--- src/rtl/digit_scanner.sv ---
// Four-digit multiplexed BCD display scanner feeding a seven-segment decoder.
// Values are double-buffered and swapped only at the frame wrap, so digits never tear.
module digit_scanner #(
    parameter int DIV = 50000
) (
    input  logic        clk,
    input  logic        rst_n,
    input  logic [15:0] value_in,
    input  logic        load,
    input  logic        blank_lz,
    output logic [3:0]  bcd_out,
    output logic [3:0]  digit_en,
    output logic        frame_done
);

    localparam int            CW       = (DIV > 1) ? $clog2(DIV) : 1;
    localparam logic [CW-1:0] TICK_MAX = CW'(DIV - 1);

    // Digit k of v as a decoder code; 4'hF blanks invalid nibbles and, when
    // enabled, zeros with no non-zero digit above them (digit 0 always shows).
    function automatic logic [3:0] digit_code(input logic [15:0] v,
                                              input logic [1:0]  k,
                                              input logic        blz);
        logic [3:0] nib;
        logic       lz;
        nib = 4'h0;
        lz  = 1'b0;
        case (k)
            2'd0: begin nib = v[3:0];   lz = 1'b0;                 end
            2'd1: begin nib = v[7:4];   lz = (v[15:4]  == 12'h000); end
            2'd2: begin nib = v[11:8];  lz = (v[15:8]  == 8'h00);   end
            2'd3: begin nib = v[15:12]; lz = (v[15:12] == 4'h0);    end
            default: begin nib = 4'hF;  lz = 1'b0;                 end
        endcase
        if (nib > 4'd9) begin
            return 4'hF;
        end else if (blz && lz) begin
            return 4'hF;
        end else begin
            return nib;
        end
    endfunction

    logic [CW-1:0] tick_cnt_r;
    logic [1:0]    idx_r;
    logic [15:0]   shadow_r;
    logic [15:0]   active_r;
    logic          pending_r;

    logic          tick_s;
    logic          wrap_s;
    logic [CW-1:0] tick_cnt_next_s;
    logic [1:0]    idx_next_s;
    logic [15:0]   shadow_next_s;
    logic [15:0]   active_next_s;
    logic          pending_next_s;

    // Next-state logic for prescaler, scan index and the double buffer.
    always_comb begin
        tick_s          = (tick_cnt_r == TICK_MAX);
        wrap_s          = tick_s && (idx_r == 2'd3);
        tick_cnt_next_s = tick_cnt_r;
        idx_next_s      = idx_r;
        shadow_next_s   = shadow_r;
        active_next_s   = active_r;
        pending_next_s  = pending_r;

        if (tick_s) begin
            tick_cnt_next_s = {CW{1'b0}};
            idx_next_s      = idx_r + 2'd1;
        end else begin
            tick_cnt_next_s = tick_cnt_r + CW'(1);
            idx_next_s      = idx_r;
        end

        // The swap reads shadow before this edge; a coinciding load re-arms pending.
        if (wrap_s && pending_r) begin
            active_next_s = shadow_r;
        end else begin
            active_next_s = active_r;
        end

        if (load) begin
            shadow_next_s  = value_in;
            pending_next_s = 1'b1;
        end else if (wrap_s) begin
            shadow_next_s  = shadow_r;
            pending_next_s = 1'b0;
        end else begin
            shadow_next_s  = shadow_r;
            pending_next_s = pending_r;
        end
    end

    // State and output registers; outputs only move on a prescaler tick.
    always_ff @(posedge clk or negedge rst_n) begin
        if (!rst_n) begin
            tick_cnt_r <= {CW{1'b0}};
            idx_r      <= 2'd0;
            shadow_r   <= 16'h0000;
            active_r   <= 16'h0000;
            pending_r  <= 1'b0;
            digit_en   <= 4'b0001;
            bcd_out    <= 4'h0;
            frame_done <= 1'b0;
        end else begin
            tick_cnt_r <= tick_cnt_next_s;
            idx_r      <= idx_next_s;
            shadow_r   <= shadow_next_s;
            active_r   <= active_next_s;
            pending_r  <= pending_next_s;
            frame_done <= wrap_s;
            if (tick_s) begin
                digit_en <= 4'b0001 << idx_next_s;
                bcd_out  <= digit_code(active_next_s, idx_next_s, blank_lz);
            end else begin
                digit_en <= digit_en;
                bcd_out  <= bcd_out;
            end
        end
    end

endmodule

--- config.mk ---
export PLATFORM = sky130hd
export DESIGN_NAME = digit_scanner
export DESIGN_NICKNAME = d
export VERILOG_FILES = /design/src/rtl/digit_scanner.sv
export SDC_FILE = /design/constraint.sdc
export NUM_CORES = 1
export LEC_CHECK = 0
export BUFFER_PORTS_ARGS = -buffer_cell sky130_fd_sc_hd__buf_2
export CAP_MARGIN = 0
export CORE_ASPECT_RATIO = 0.9
export CORE_MARGIN = 1
export CORE_UTILIZATION = 46
export CTS_CLUSTER_DIAMETER = 40
export DETAILED_ROUTE_END_ITERATION = 16
export GPL_TIMING_DRIVEN = 0
export PLACE_DENSITY = 0.63
export SYNTH_ARGS = -nofsm -noshare
export SYNTH_HDL_FRONTEND = slang
export SYNTH_SLANG_ARGS = --single-unit
--- constraint.sdc ---
create_clock -name clk -period 3.7 [get_ports clk]
set_clock_uncertainty 0.2 [all_clocks]
set_input_delay 0.185 -clock clk [delete_from_list [all_inputs] [get_ports clk]]
set_output_delay 0.185 -clock clk [all_outputs]
set_load 0.02 [all_outputs]
==> impl_metrics.yaml <==
run_status:
  outcome: "finished, final reports clean"
clock_network:
  hold_buffers: 17
  cts_buffers: 9
  ctsResizeCount: 0
  cts_root_buf: "clkbuf_8"
  cts_tree: "yes"
  path_clk_slew_ns: 0.07
  cts_buffer_depth: 2
  post_cts_buffers: 0
  cts_sinks: 60
  clk_latency_ns: 0.34
  htree_levels: 3
synthesis:
  syn_nets: 269
  synth_cell_types: 44
  synth_edf_count: 0
  synth_cells: 247
  synth_seq_area_share: 0.545
  ys_warn_count: 0
  synth-main-ff-cell: "dfrtp_1"
  ys_ff_latch: 60
  synthArstFlopShare: 1.00
  avgSynthCellArea_um2: 11.2
  synth.cell_area_mm2: 0.00276
worst_setup_path:
  critPathLaunchType: "flop"
  cp.arrival_ns: 3.03
  rrSetupSlack_ns: 0.68
  cp_slowest_cell: "a2111oi_0"
  ff2ff_path_depth: 11
  reg2reg_to: "bcd_out[0]$_DFFE_PN0N_"
  cp.required_ns: 3.71
  reg2reg_from: "tick_cnt_r[0]$_DFF_PN0_"
  crit_path_max_incr_delay_ns: 0.43
  crit_path_cell_trace: "ha_1, and3_1, buf_2, and4_1, buf_6, mux2i_4, clkinv_2, a2111oi_0, or4_4, a21o_1, a41oi_2"
  crit_type: "reg -> reg"
  critPathMaxFanout: 8
  cp-end-kind: "flop"
final_layout:
  final_cells: 377
  drive_above_1_share: 0.241
  regArea_mm2: 0.00150
  fin_util: 0.597
  num-fill-cells: 492
  area_delta_synth_final_pct: 24.1
  nNetsFinal: 324
  final_cell_mix: "dfrtp_1 (59), nand2_1 (32), buf_2 (31)"
  multiInputGateArea_mm2: 0.00117
  antenna_cells: 0
  layout.cells.most_common: "dfrtp_1"
  postLayoutCellArea_mm2: 0.00342
timing:
  final-setup-viol-count: 0
  period_share: 0.816
  rsz0062_at_grt: "no"
  drv_slew: 0
  hold_violations: 0
  worst_pin_slew_ns: 0.732
  relSlewSlack: 0.512
  timing.fmax_mhz: 331
  layout_min_cycle_time_ns: 3.02
  tns_ns: 0
global_route:
  gr-total-overflow: 0
  grt_pass1_vias: 2063
  grt_max_degree: 61
  antenna_found_initial: 0
  grt_pass1_wl_mm: 10.1
  grt_usage: 0.216
die:
  die_x_um: 83.6
  die_area_mm2: 0.00631
  core_area_mm2: 0.00573
  num_rows: 26
  die_y_um: 75.4
  initial_core_util: 0.481
  ios: 29
placed_design:
  dp.cells: 344
  dp_hpwl_mm: 3.92
  post_dp_cell_area_mm2: 0.00298
  portBuffers: 27
  gp_congestion: 0.895
routing:
  drc: 0
  drt_wl_total_mm: 5.96
  num_vias: 2142
  drtAntennaViolNets: 0
  routed_via_density: 5.68
  wire_per_inst_um: 15.8
  first_pass_iters: 4
  first_iter_violations: 116
hold_path:
  whs_path_depth: 2
  hold_class: "in -> reg"
  whs_endpoint: "shadow_r[4]$_DFFE_PN0P_"
  min_from: "load"
pwr:
  leakagePower_nw: 1.65
  ir_worst_vdd_v: 0.000311
  power.density_mw_per_mm2: 447
  power_mw: 1.53
run:
  max_cap_viol_count: 0
## per-layer routing
layer	vias up	GRT usage	part of all wire
li1	1002	-	-
met1	1040	0.305	0.50
met2	86	0.306	0.41
met3	14	0.0563	0.064
met4	0	0.122	0.024
met5	-	0	0
## final cells by class
cell class,instances,area share
Buffer,12,0.0194
Clock buffer,13,0.0523
Clock inverter,3,0.0263
Inverter,3,0.00366
Multi-Input combinational cell,172,0.343
Sequential cell,60,0.439
Tap cell,70,0.0256
Timing Repair Buffer,44,0.0900
## metrics by stage
step | hold slack (ns) | worst slack, ns
3_3_place_gp | 0.216 | 0.689
5_1_grt | 0.185 | 0.501
2_1_floorplan | -0.311 | 1.00
3_5_place_dp | 0.219 | 0.691
4_1_cts | 0.163 | 0.673
6_report | 0.176 | 0.681
## worst max-delay path: cells and delay by family (launching register included)
kind | cells | cell delay, ns
AOI/OAI and AO/OA | 3 | 0.64
muxes | 1 | 0.38
adders and majority gates | 1 | 0.18
and+or+nand+nor | 3 | 0.59
DFF | 1 | 0.37
buffers and inverters | 3 | 0.52
## synth_stat cells (2+ instances only)
cell type | n | area share
a2111oi_0 | 3 | 0.0095
and3_1 | 10 | 0.023
or4_1 | 2 | 0.0054
and4bb_1 | 2 | 0.0091
nand4_1 | 14 | 0.032
o21ai_0 | 11 | 0.020
a21o_1 | 6 | 0.016
buf_6 | 2 | 0.0082
clkbuf_1 | 3 | 0.0041
ha_1 | 2 | 0.0091
buf_1 | 2 | 0.0027
nor2_1 | 13 | 0.018
or3_1 | 2 | 0.0045
buf_2 | 5 | 0.0091
a21oi_1 | 5 | 0.0091
dfrtp_1 | 59 | 0.54
nand3_1 | 12 | 0.022
mux2_1 | 2 | 0.0082
o21a_1 | 2 | 0.0054
xor2_1 | 7 | 0.022
o211ai_1 | 3 | 0.0082
xnor2_1 | 5 | 0.016
mux2_2 | 16 | 0.065
nor4_1 | 4 | 0.0091
and2_1 | 3 | 0.0068
nand3b_1 | 2 | 0.0054
nand2_1 | 32 | 0.044
nand2b_1 | 2 | 0.0045
## power breakdown
part	switching, mW	internal (mW)
sequential	0.0142	0.674
combinational	0.0251	0.0355
clock	0.261	0.521
## worst max-delay path by stage
stage | slack, ns | start | endpoint
after floorplan | 1.00 | tick_cnt_r[0]$_DFF_PN0_ | bcd_out[0]$_DFFE_PN0N_
after global placement | 0.69 | tick_cnt_r[0]$_DFF_PN0_ | bcd_out[0]$_DFFE_PN0N_
after detailed placement | 0.69 | tick_cnt_r[0]$_DFF_PN0_ | bcd_out[0]$_DFFE_PN0N_
after CTS | 0.67 | tick_cnt_r[0]$_DFF_PN0_ | bcd_out[0]$_DFFE_PN0N_
after global routing | 0.50 | tick_cnt_r[0]$_DFF_PN0_ | bcd_out[0]$_DFFE_PN0N_
final | 0.68 | tick_cnt_r[0]$_DFF_PN0_ | bcd_out[0]$_DFFE_PN0N_
## sequential cells by signal, summed over array words and instances, names as in the netlist
| signal | cells |
|---|---|
| bcd_out | 4 |
| frame_done | 1 |
| shadow_r | 16 |
| tick_cnt_r | 16 |
| idx_r | 2 |
| digit_en | 4 |
| pending_r | 1 |
| active_r | 16 |
## cells by family (layout without fill, tap and decap cells)
| group | Yosys count | in the layout | synth area share |
|---|---|---|---|
| compound gates | 35 | 35 | 0.0867 |
| xor+xnor | 13 | 13 | 0.0481 |
| fa+ha+maj | 2 | 2 | 0.00908 |
| buf+inv | 15 | 75 | 0.0286 |
| flops | 60 | 60 | 0.545 |
| mux | 20 | 20 | 0.0853 |
| simple gates | 102 | 102 | 0.197 |
No activity file was read; power rests on OpenSTA's default activity.
